File: config.mk
export PLATFORM = sky130hd
export DESIGN_NAME = prefetch_queue
export DESIGN_NICKNAME = d
export VERILOG_FILES = /design/src/rtl/prefetch_queue.sv
export SDC_FILE = /design/constraint.sdc
export NUM_CORES = 1
export LEC_CHECK = 0
export CAP_MARGIN = 10
export CORE_ASPECT_RATIO = 0.6
export CORE_MARGIN = 2
export CORE_UTILIZATION = 45
export CTS_BUF_LIST = sky130_fd_sc_hd__clkbuf_4 sky130_fd_sc_hd__clkbuf_8 sky130_fd_sc_hd__clkbuf_16
export CTS_CLUSTER_DIAMETER = 60
export DETAILED_ROUTE_END_ITERATION = 7
export HOLD_SLACK_MARGIN = 0.05
export PLACE_DENSITY = 0.67
export SLEW_MARGIN = 20
export SYNTH_ARGS = -nofsm -noshare
export SYNTH_HDL_FRONTEND = slang
export SYNTH_SLANG_ARGS = --single-unit
File: constraint.sdc
create_clock -name clk_i -period 7.9 [get_ports clk_i]
set_input_delay 0.79 -clock clk_i [delete_from_list [all_inputs] [get_ports clk_i]]
set_output_delay 0.79 -clock clk_i [all_outputs]
set_load 0.01 [all_outputs]
File: src/rtl/prefetch_queue.sv
// rtl/prefetch_queue.sv - multi-outstanding instruction prefetch queue between I$ and decode
module prefetch_queue #(
    parameter int                 XLEN            = 32,
    parameter int                 ADDRW           = 32,
    parameter logic [XLEN-1:0]    PC_RESET_ADDR   = '0,
    parameter int                 FIFO_DEPTH      = 4,
    parameter int                 MAX_OUTSTANDING = 2
) (
    input  logic             clk_i,
    input  logic             rst_ni,
    output logic [ADDRW-1:0] imem_addr_o,
    output logic             imem_valid_o,
    input  logic             imem_ready_i,
    input  logic [XLEN-1:0]  imem_rdata_i,
    input  logic             imem_resp_i,
    input  logic             redirect_en_i,
    input  logic [XLEN-1:0]  redirect_addr_i,
    output logic             instr_valid_o,
    input  logic             instr_ready_i,
    output logic [XLEN-1:0]  instr_o,
    output logic [XLEN-1:0]  pc_o
);

    localparam int PW = (FIFO_DEPTH > 1) ? $clog2(FIFO_DEPTH) : 1;
    localparam int CW = PW + 1;
    localparam int OW = $clog2(MAX_OUTSTANDING + 1);
    localparam int SW = CW + OW + 1;

    logic [XLEN-1:0] req_pc_q, req_pc_d;
    logic [XLEN-1:0] rsp_pc_q, rsp_pc_d;
    logic [OW-1:0]   inflight_q, inflight_d;
    logic [OW-1:0]   stale_q, stale_d;
    logic [PW-1:0]   rd_ptr_q, rd_ptr_d;
    logic [PW-1:0]   wr_ptr_q, wr_ptr_d;
    logic [CW-1:0]   count_q, count_d;
    logic [XLEN-1:0] mem_instr_q [FIFO_DEPTH];
    logic [XLEN-1:0] mem_pc_q    [FIFO_DEPTH];

    logic [SW-1:0]   credit_used;
    logic [XLEN-1:0] redirect_pc;
    logic            accept;
    logic            resp_dec;
    logic            push;
    logic            pop;
    logic            empty;
    logic            full;

    // Every live in-flight request already owns a queue slot, so a live response can always be stored.
    assign credit_used  = SW'(count_q) + SW'(inflight_q) - SW'(stale_q);
    assign redirect_pc  = redirect_addr_i & ~XLEN'(3);
    assign empty        = (count_q == '0);
    assign full         = (count_q == CW'(FIFO_DEPTH));

    assign imem_addr_o  = req_pc_q[ADDRW-1:0] & ~ADDRW'(3);
    assign imem_valid_o = rst_ni && !redirect_en_i
                       && (inflight_q < OW'(MAX_OUTSTANDING))
                       && (credit_used < SW'(FIFO_DEPTH));
    assign accept       = imem_valid_o && imem_ready_i;
    assign resp_dec     = imem_resp_i && (inflight_q != '0);
    assign push         = imem_resp_i && (stale_q == '0) && !redirect_en_i;

    assign instr_valid_o = rst_ni && !empty && !redirect_en_i;
    assign pop           = instr_valid_o && instr_ready_i;
    assign instr_o       = mem_instr_q[rd_ptr_q];
    assign pc_o          = mem_pc_q[rd_ptr_q];

    always_comb begin
        req_pc_d   = req_pc_q;
        rsp_pc_d   = rsp_pc_q;
        inflight_d = inflight_q + OW'(accept) - OW'(resp_dec);
        stale_d    = stale_q;
        rd_ptr_d   = rd_ptr_q;
        wr_ptr_d   = wr_ptr_q;
        count_d    = count_q + CW'(push) - CW'(pop);

        if (accept) begin
            req_pc_d = req_pc_q + XLEN'(4);
        end
        if (imem_resp_i && (stale_q != '0)) begin
            stale_d = stale_q - OW'(1);
        end
        if (push) begin
            wr_ptr_d = wr_ptr_q + PW'(1);
            rsp_pc_d = rsp_pc_q + XLEN'(4);
        end
        if (pop) begin
            rd_ptr_d = rd_ptr_q + PW'(1);
        end

        // Everything still outstanding after this cycle belongs to the old stream.
        if (redirect_en_i) begin
            req_pc_d   = redirect_pc;
            rsp_pc_d   = redirect_pc;
            inflight_d = inflight_q - OW'(resp_dec);
            stale_d    = inflight_q - OW'(resp_dec);
            rd_ptr_d   = '0;
            wr_ptr_d   = '0;
            count_d    = '0;
        end
    end

    always_ff @(posedge clk_i) begin
        if (!rst_ni) begin
            req_pc_q   <= PC_RESET_ADDR;
            rsp_pc_q   <= PC_RESET_ADDR;
            inflight_q <= '0;
            stale_q    <= '0;
            rd_ptr_q   <= '0;
            wr_ptr_q   <= '0;
            count_q    <= '0;
        end else begin
            req_pc_q   <= req_pc_d;
            rsp_pc_q   <= rsp_pc_d;
            inflight_q <= inflight_d;
            stale_q    <= stale_d;
            rd_ptr_q   <= rd_ptr_d;
            wr_ptr_q   <= wr_ptr_d;
            count_q    <= count_d;
        end
    end

    always_ff @(posedge clk_i) begin
        if (rst_ni && push) begin
            mem_instr_q[wr_ptr_q] <= imem_rdata_i;
            mem_pc_q[wr_ptr_q]    <= rsp_pc_q;
        end
    end

    a_no_push_when_full: assert property (@(posedge clk_i) disable iff (!rst_ni) !(push && full));
    a_stale_le_inflight: assert property (@(posedge clk_i) disable iff (!rst_ni) stale_q <= inflight_q);

endmodule

==> impl_results.md, run 1 <==
* Status: finished clean
* CTS root buf: clkbuf_16
* Grt ovf at 0
* Top-Level Pins at ~170
* Crit. End Element: register
* CTS tree: done
* Dpl cell area at 15200 µm²
* DRC Markers at 0
* Area of the multi-input gates at 3990 µm²
* Pwr Density at approximately 230 nW/µm²
* CP Class: register to register
* Mapped cell area at 13200 µm²
* DR iter-0 viols at ~600
* Fin. max-slew vios at 0
* Class of the worst hold path: register to register
* Critical Path AT at 4.52 ns
* Syn avg cell area at 15.7 µm²
* Fin nets at between 1000 and 1500
* Worst skew pair latency at 0.58 ns
* FP Rows at 48
* RD Place Congestion at 0.808
* CTS H-tree depth at 1
* Reg clk slew, reported paths at 0.07 ns
* Min Clock Period, post-route at 4.06 ns
* Post-synthesis sequential area ratio at 0.676
* Core ar. at 28800 µm²
* Post-CTS resize count at 0
* Worst slew pin tran at 0.969 ns
* Die Height at between 100 and 150 µm
* Ys Warns at 0
* N_diodes at 0
* Slew Limit Headroom at 0.354
* CP Max Fanout at 27
* Setup TNS at 0 ns
* Num Clock Sinks at 321
* Number of antenna violations at the first check in global routing at 0
* # port buffers at 161
* Final cell count without fillers at 1400
* First-pass DRT Iterations at 5
* RSZ-0062 raised after global routing: no
* Final worst path period share at 0.514
* Via density at 5.72
* Final Hold Viols at 0
* Clk_skew at 0.0130 ns
* Critical path's largest stage delay at 0.71 ns
* Final instance area at 16200 µm²
* Starting Density at 0.458
* FF+latch area at 8910 µm²
* Crit path cell chain: inv_1, fa_1, inv_1, ha_1, and3b_4, nor4_4, o21a_1, inv_4, ha_1, inv_1, ha_1, xnor2_1, o21ai_0, xnor2_1, nor2_1
* Post-CTS Setup Inserts at 0
* Clk buf depth at 3
* P&R area growth vs syn at 22.6%
* FMAX at 0.246 GHz
* Post-synth cell types at 60
* EDFF count, synth at 248
* Die area at roughly 30000 µm²
* Largest net degree at the start of global routing at 80
* Dpl hpwl at 19.3 mm
* Final wirelength at 30.3 mm
* Post-synth ARST share at 0
* Filler cell count at 2287
* # placed instances at about 1300
* Hold Buf Count CTS at 0
* Post-Synthesis Cells at 842
* Routed Antenna Nets at 0
* Req. time, crit path at 8.35 ns
* First-pass GRT wire length at 46.6 mm
* GRT Util Overall at 0.200
* Slowest CP cell: o21a_1
* Layout cells sized above 1 at 0.140
* VDD IR-drop max at about 0.00017 V
* Die W at approximately 220 µm
* Critical path launch point type: register
* Post-synthesis register bit count at 321
* Setup-failing EPs final at 0
* Wire per inst at around 22 µm
* Max-cap violations at 0
* TritonCTS buffer count at 30
* Leakage at 5.18 nW
* Leading register cell type out of synthesis: edfxtp_1
* Vias at 8009
* Vias in the first global route at 7680
==> sequential cells by signal, indices dropped and copies added, names as in the netlist, named ones only <==
signal / flops
inflight_q: 2
count_q: 3
mem_instr_q: 128
wr_ptr_q: 2
rd_ptr_q: 2
stale_q: 2
rsp_pc_q: 30
req_pc_q: 30
mem_pc_q: 120
==> synth_stat cells, types with 8 or more instances <==
cell type	number	area [µm²]
nor4_1	9	56.3
nand4_1	18	113
ha_1	16	200
xnor2_1	27	236
edfxtp_1	248	7450
xor2_1	9	78.8
o31ai_1	8	60.1
nand2_1	47	176
nor2_1	22	82.6
and3_1	12	75.1
mux4_2	62	1400
buf_2	10	50.1
nand3_1	28	140
dfxtp_1	73	1460
a31oi_1	15	93.8
a21oi_1	32	160
nor3_1	10	50.1
clkbuf_1	28	105
inv_1	23	86.3
o21ai_0	33	165
==> power breakdown <==
part           switching, mW  total (mW)  internal (mW)
clock                  0.609        1.46          0.852
sequential            0.0596        1.94           1.88
combinational          0.188       0.368          0.180
==> critical path: cells and delay by family (launching register included) <==
family                   cells  cell delay (ns)
adder cells (fa/ha/maj)      4             1.34
AO/OA/AOI/OAI                2             0.92
buffers and inverters        4             0.45
XOR/XNOR                     2             0.26
AND/OR/NAND/NOR              3             0.55
flip-flops                   1             0.44
==> final cells by class <==
type	instances	area share
timing repair buffer	171	0.104
multi-input combinational	454	0.247
clock buffer	42	0.0528
clock inverter	12	0.00975
tap	375	0.0290
sequential	321	0.551
inverter	25	0.00596
==> worst paths after layout <==
kind / start / cells past startpoint / end / slack [ns]
min reg2reg: req_pc_q[31] / 1 / req_pc_q[31] / 0.49
max: inflight_q[1] / 15 / inflight_q[1] / 3.84
min: req_pc_q[31] / 1 / req_pc_q[31] / 0.49
max reg2reg: inflight_q[1] / 15 / inflight_q[1] / 3.84
==> cell usage in the layout (no fill, tap or decap), types with 9 or more instances in the layout <==
cell type and n:
a31oi_1 15, clkbuf_4 10, edfxtp_1 248, nand4_1 18, xor2_1 9, a21oi_1 32, ha_1 16, nor2_1 22
nor3_1 10, xnor2_1 27, o21ai_0 33, buf_4 10, nand3_1 28, clkbuf_16 30, nor4_1 9, dfxtp_1 71
mux4_2 62, clkdlybuf4s50_1 161, nand2_1 47, inv_1 23
==> cell families (layout without fill, tap and decap cells) <==
family | Yosys count | count (layout) | synth area share
muxes | 70 | 70 | 0.113
and+or+nand+nor | 185 | 185 | 0.0762
adders and majority gates | 18 | 18 | 0.0182
other | 1 | 4 | 0.000284
buffers and inverters | 70 | 250 | 0.0228
DFF | 321 | 321 | 0.676
xor gates and xnor gates | 36 | 36 | 0.0239
AOI/OAI and AO/OA | 141 | 141 | 0.0703
==> per-stage QoR <==
step                      hold WS (ns)  power (mW)  setup slack [ns]   util
final                            0.491        3.77              3.84  0.562
after CTS                        0.491        3.81              3.83  0.562
after global placement           0.475        2.34              3.48  0.527
after global routing             0.544        3.92              3.54  0.562
after detailed placement         0.472        2.34              3.47  0.527
after floorplan                  0.474        2.17              4.57      -
==> routing by layer <==
metal | vias to the layer above | global-route usage | wire (µm)
met3 | 39 | 0.0419 | 2470
met2 | 313 | 0.282 | 12600
li1 | 3663 | - | -
met5 | - | 0 | 0
met1 | 3994 | 0.320 | 14800
met4 | 0 | 0.0342 | 448
Note: power is estimated with default switching activity, not from simulation.
==> inputs of run 2 (changes only) <==
Settings changed: PLACE_DENSITY 0.67 to 0.7.
Clock period 7.9 ns to 3.3 ns, I/O delays scaled along.
==> impl_results.md, run 2 (synthesis gave the netlist of run 1 again) <==
* Fin. max-slew vios at 0 (unchanged)
* First-pass GRT wire length at 46.5 mm (-0.22%)
* Final Hold Viols at 0 (unchanged)
* Clk_skew at 0.0111 ns (-0.00188 ns)
* Largest net degree at the start of global routing at 63 (-21%)
* Clock group share of total power at 0.382 (-0.006)
* Dpl hpwl at 19.6 mm (+1.3%)
* Layout cells sized above 1 at 0.158 (+0.0177)
* Worst slew pin tran at 0.729 ns (-0.240 ns)
* Hold path depth at 1 (unchanged)
* Final worst path period share at 0.948
* # placed instances at 1362 (+1.2%)
* RD Place Congestion at 0.809 (+0.11%)
* Routed Antenna Nets at 0 (unchanged)
* Die Height at 137 µm (unchanged)
* Via density at 5.72 (about the same)
* Die area at 30700 µm² (unchanged)
* CP Class: register to primary output
* Pint at 6.94 mW (+140%)
* Final wirelength at 30.2 mm (-0.37%)
* # port buffers at 161 (unchanged)
* Comb pwr share at 0.103 (+0.005)
* Die W at 225 µm (unchanged)
* Top-Level Pins at 168 (unchanged)
* Hold_ws at 0.405 ns (-0.0856 ns)
* Most frequent cells in the layout: 248 x edfxtp_1, 160 x clkdlybuf4s50_1, 70 x dfxtp_1
* DRC Markers at 0 (unchanged)
* Reg2reg end: inflight_q[1]
* Wire per inst at 21.3 µm (-1.6%)
* Top Registers: mem_instr_q: 128 flops, mem_pc_q: 120 flops
* Worst Hold Path EP: mem_instr_q[2][30]
* Req. time, crit path at 2.97 ns (-5.38 ns)
* Pwr Density at 550 nW/µm² (+140%)
* Total Power at 9.01 mW (+140%)
* N_diodes at 0 (unchanged)
* Max-cap violations at 0 (unchanged)
* VDD IR-drop max at 0.000372 V (+120%)
* Setup-failing EPs final at 0 (unchanged)
* Commonest non-fill, non-tap cell in the layout: edfxtp_1
* First-pass DRT Iterations at 5 (unchanged)
* Worst skew pair latency at 0.56 ns (-0.02 ns)
* Most Used Layer, Global Route: met1
* Core ar. at 28800 µm² (unchanged)
* Vias at 8117 (+1.3%)
* Leakage at 5.29 nW (+2.0%)
* Reg clk slew, reported paths at 0.07 ns (about the same)
* Switch Pwr at 2.07 mW (+140%)
* Switch share at 0.229 (+0.00204)
* Grt ovf at 0 (unchanged)
* TritonCTS buffer count at 29 (-3.3%)
* Met3 Resource Use GR at 0.0440 (+0.00215)
* Met1 GRT Util at 0.308 (-0.0124)
* R2R Path Start: inflight_q[1]
* CTS H-tree depth at 1 (unchanged)
* Flop-to-flop setup slack at 0.27 ns (-3.57 ns)
* FMAX at 0.320 GHz
* Min Clock Period, post-route at between 3 and 4 ns
* Vias in the first global route at 7798 (+1.5%)
* Filler cell count at 2234 (-2.3%)
* Crit. End Element: primary output
* CTS tree: done
* Status: finished clean
* Starting Density at 0.458 (unchanged)
* Critical path launch point type: register
* Fin nets at 1108 (+1.6%)
* RSZ-0062 raised after global routing: no
* Sequential Power Share at 0.515 (about the same)
* Critical Path AT at 2.80 ns (-1.72 ns)
* DR iter-0 viols at 661 (+9.4%)
* Reg2Reg Depth at 16 (+1)
* Class of the worst hold path: input port to register
* P&R area growth vs syn at 24.3%
* CTS root buf: clkbuf_16
* Clk buf depth at 3 (unchanged)
* CP Max Fanout at 5 (-81%)
* Hold_sp: imem_rdata_i[30]
* Final cell count without fillers at 1418 (+1.3%)
* FP Rows at 48 (unchanged)
* Most flop-heavy register: mem_instr_q
* Slew Limit Headroom at 0.512 (+0.158)
* Global-route track usage on met2 at 0.289 (+0.00772)
* GRT Util Overall at 0.199 (-0.000742)
* Setup TNS at 0 ns (unchanged)
* Max FFs per register at 128 (unchanged)
* Num Clock Sinks at 321 (unchanged)
* Number of antenna violations at the first check in global routing at 0 (unchanged)
## run 2: cell count changes in the layout (fill, tap and decap cells not counted), sizes merged
cell / delta
dlygate4sd2: +1
clkinv: -3
clkdlybuf4s50: -1
buf: +18
clkinvlp: +2
clkbuf: -1
inv: +2
## run 2: worst max-delay path, cell delays in order (launching register included)
cell           delay, ns
dfxtp_1             0.33
inv_1               0.06
fa_1                0.53
inv_1               0.04
ha_1                0.28
and3b_4             0.19
o211a_1             0.26
o211a_1             0.26
dlygate4sd2_1       0.29
## run 2: how the worst max path moves through the flow
stage | from | to | cells past startpoint
5_1_grt | inflight_q[1] | inflight_q[1] | 16
3_5_place_dp | count_q[1] | inflight_q[1] | 15
3_3_place_gp | count_q[1] | inflight_q[1] | 15
6_report | inflight_q[1] | imem_valid_o | 8
2_1_floorplan | inflight_q[1] | inflight_q[1] | 17
4_1_cts | inflight_q[1] | inflight_q[1] | 16
## run 2: timing repair
action	CTS	global route
endpoints found under the setup margin	1	1
hold buffers	0	0
gates resized for setup	2	1
pin swaps	2	1
buffers inserted	1	1
## run 2: routing by layer
metal | up-vias | part of all wire
met5 | - | 0
li1 | 3707 | -
met3 | 39 | 0.070
met1 | 4067 | 0.49
met4 | 0 | 0.016
met2 | 304 | 0.42
## run 2: power groups by stage
stage | clock, mW | combinational (mW) | sequential [mW]
floorplan | 0 | 0.503 | 4.69
global placement | 0 | 0.909 | 4.71
detailed placement | 0 | 0.924 | 4.72
CTS | 3.52 | 0.926 | 4.63
global route | 3.70 | 1.02 | 4.65
finish | 3.44 | 0.928 | 4.64
## run 2: cell type report
class	instances	area, µm²	share of cell area
Clock buffer	41	822	0.0501
Clock inverter	13	154	0.00939
Inverter	25	96.3	0.00588
Multi-Input combinational cell	454	3990	0.243
Sequential cell	321	8910	0.544
Tap cell	375	469	0.0286
Timing Repair Buffer	189	1950	0.119
## run 2: metrics by stage
stage	cell area (µm²)	setup WS, ns	utilization
finish	16400	0.173	0.570
CTS	16400	0.0735	0.570
floorplan	13200	0.0476	-
global placement	15400	0.229	0.535
global route	16400	0.0331	0.570
detailed placement	15400	0.187	0.535
==> inputs of run 3 (changes only) <==
Settings changed: ABC_AREA set to 1, CORE_UTILIZATION 45 to 40, MAX_ROUTING_LAYER set to met4, PLACE_DENSITY 0.7 to not set.
==> impl_results.md, run 3 <==
* Status: finished clean
* Layout cells sized above 1 at 0.0646 (-0.0936)
* Top-area cell type share of the netlist area at 0.529 (-0.0356)
* Die area at 36700 µm² (+20%)
* Leading register cell type out of synthesis: edfxtp_1
* DR iter-0 viols at 925 (+40%)
* Vias at 10600 (+30%)
* Post-CTS Setup Inserts at 0 (-1)
* First-pass GRT wire length at 56.0 mm (+20%)
* Number of antenna violations at the first check in global routing at 1 (+1)
* Post-synth cell types at 40 (-33%)
* Met1 GRT Util at 0.301 (-0.00630)
* Post-synthesis register bit count at 321 (unchanged)
* Min Clock Period, post-route at 2.92 ns (-0.207 ns)
* Pwr Density at 519 nW/µm² (-5.5%)
* Critical path launch point type: register
* Top Registers: mem_instr_q: 128 flops, mem_pc_q: 120 flops
* Max-cap violations at 0 (unchanged)
* Top cells by area, synth: edfxtp_1 53%, dfxtp_1 10%, nand2_1 7.2%
* Wire per inst at 17.4 µm (-18%)
* Syn avg cell area at 9.91 µm² (-37%)
* TritonCTS buffer count at 31 (+6.9%)
* Req. time, crit path at 2.97 ns (about the same)
* Setup-failing EPs final at 0 (unchanged)
* Max FFs per register at 128 (unchanged)
* Vias in the first global route at 10000 (+28%)
* Final instance area at 17300 µm² (+5.5%)
* Top-Level Pins at 168 (unchanged)
* Grt ovf at 0 (unchanged)
* Final Hold Viols at 0 (unchanged)
* Most flop-heavy register: mem_instr_q
* Post-synth top area cell: edfxtp_1
* Total Power at 8.99 mW (-0.25%)
* Worst skew pair latency at 0.58 ns (+0.02 ns)
* # port buffers at 161 (unchanged)
* Final worst path period share at 0.885 (-0.0626)
* Class of the worst hold path: input port to register
* CP Max Fanout at 25 (+20)
* Commonest non-fill, non-tap cell in the layout: nand2_1
* Most common cell in the synthesized netlist: nand2_1
* Die Height at 149 µm (+9.3%)
* Post-Synthesis Cells at 1420 (+69%)
* Worst slew pin tran at 0.676 ns (-0.0531 ns)
* Mapped cell area at 14100 µm² (+6.7%)
* Fin nets at 1659 (+50%)
* Commonest cells in the netlist: 269 x nand2_1, 248 x edfxtp_1, 203 x nor2_1, 177 x o21ai_0, 103 x inv_1
* CTS root buf: clkbuf_16
* Ys Warns at 0 (unchanged)
* FMAX at 0.342 GHz (+7.1%)
* First-pass DRT Iterations at 6 (+1)
* Clk buf depth at 3 (unchanged)
* VDD IR-drop max at 0.000556 V (+49%)
* Starting Density at 0.404 (-0.0542)
* GRT Util Overall at 0.200 (+0.000854)
* Leakage at 6.17 nW (+17%)
* FP Rows at 53 (+10%)
* Final wirelength at 36.0 mm (+19%)
* Via density at 5.13 (-10%)
* Post-synth ARST share at 0 (unchanged)
* P&R area growth vs syn at 23.0%
* Num Clock Sinks at 321 (unchanged)
* Slew Limit Headroom at 0.549 (+0.0366)
* Post-synthesis sequential area ratio at 0.633 (-0.0425)
* Setup TNS at 0 ns (unchanged)
* CP Class: register to primary output
* Hold_ws at 0.288 ns (-0.118 ns)
* Die W at 246 µm (+9.4%)
* DRC Markers at 0 (unchanged)
* RD Place Congestion at 0.920 (+14%)
* Core ar. at 34800 µm² (+21%)
* Largest net degree at the start of global routing at 125 (+98%)
* RSZ-0062 raised after global routing: no
* CTS H-tree depth at 1 (unchanged)
* Reg clk slew, reported paths at 0.06 ns (about the same)
* EDFF count, synth at 248 (unchanged)
* Most Used Layer, Global Route: met1
* Met3 Resource Use GR at 0.0327 (-0.0113)
* Dpl cell area at 16300 µm² (+5.7%)
* Global-route track usage on met2 at 0.283 (-0.00671)
* Dpl hpwl at 22.8 mm (+17%)
* CTS tree: done
* Crit. End Element: primary output
* Clk_skew at 0.0104 ns (-0.000693 ns)
* Fin. max-slew vios at 0 (unchanged)
* Routed Antenna Nets at 0 (unchanged)
* Most frequent cells in the layout: 269 x nand2_1, 248 x edfxtp_1, 199 x nor2_1
* Critical Path AT at 2.59 ns (-0.21 ns)
run 3: what timing repair did:
item | CTS | global route
gates resized for setup | 4 | 1
endpoints found under the hold margin | 0 | 0
hold buffers | 0 | 0
setup endpoints to repair | 1 | 1
run 3: area by class of cell:
cell class | count | area (µm²)
sequential | 321 | 8920
timing repair buffer | 183 | 1870
antenna | 1 | 2.50
clock inverter | 20 | 198
multi-input combinational | 929 | 4510
inverter | 105 | 400
fill | 3141 | 17500
clock buffer | 36 | 813
tap | 467 | 584
run 3: cells by family (layout without fill, tap and decap cells):
| logic type | count (synthesis) | after routing | synth area share |
|---|---|---|---|
| AND/OR/NAND/NOR | 584 | 584 | 0.172 |
| buffers and inverters | 173 | 344 | 0.0496 |
| other | 1 | 5 | 0.000267 |
| adder cells (fa/ha/maj) | 18 | 18 | 0.0171 |
| AO/OA/AOI/OAI | 302 | 302 | 0.115 |
| flip-flops | 321 | 321 | 0.633 |
| XOR/XNOR | 21 | 21 | 0.0131 |
run 3: critical path: stages, from the launching register on:
cell and delay (ns):
dfxtp_2 0.63, buf_4 0.38, o21ai_0 0.14, o22ai_1 0.26, clkdlybuf4s50_1 0.59
run 3: per-layer routing:
| metal | wire length, µm | share of wire |
|---|---|---|
| met5 | 0 | 0 |
| met4 | 622 | 0.017 |
| met3 | 2680 | 0.075 |
| met2 | 15000 | 0.42 |
| met1 | 17700 | 0.49 |
run 3: worst paths after layout:
| kind | from | end | slack (ns) | cells after the start |
|---|---|---|---|---|
| max | register | instr_o[19] | 0.38 | 4 |
| min | redirect_en_i | wr_ptr_q[1] | 0.29 | 4 |
| max reg2reg | inflight_q[1] | inflight_q[1] | 0.38 | 15 |
| min reg2reg | rd_ptr_q[0] | rd_ptr_q[0] | 0.48 | 1 |
run 3: report_power, final:
group          internal, mW  switching (mW)
Sequential             4.47           0.136
Clock                  2.01            1.54
Combinational         0.353           0.474
run 3: stage by stage:
stage / setup WS (ns) / instances / util
2_1_floorplan: -0.887 / 1423 / -
3_3_place_gp: 0.287 / 2005 / 0.467
3_5_place_dp: 0.291 / 2005 / 0.467
4_1_cts: 0.000399 / 2061 / 0.497
5_1_grt: 0.196 / 2062 / 0.497
6_report: 0.380 / 2062 / 0.497
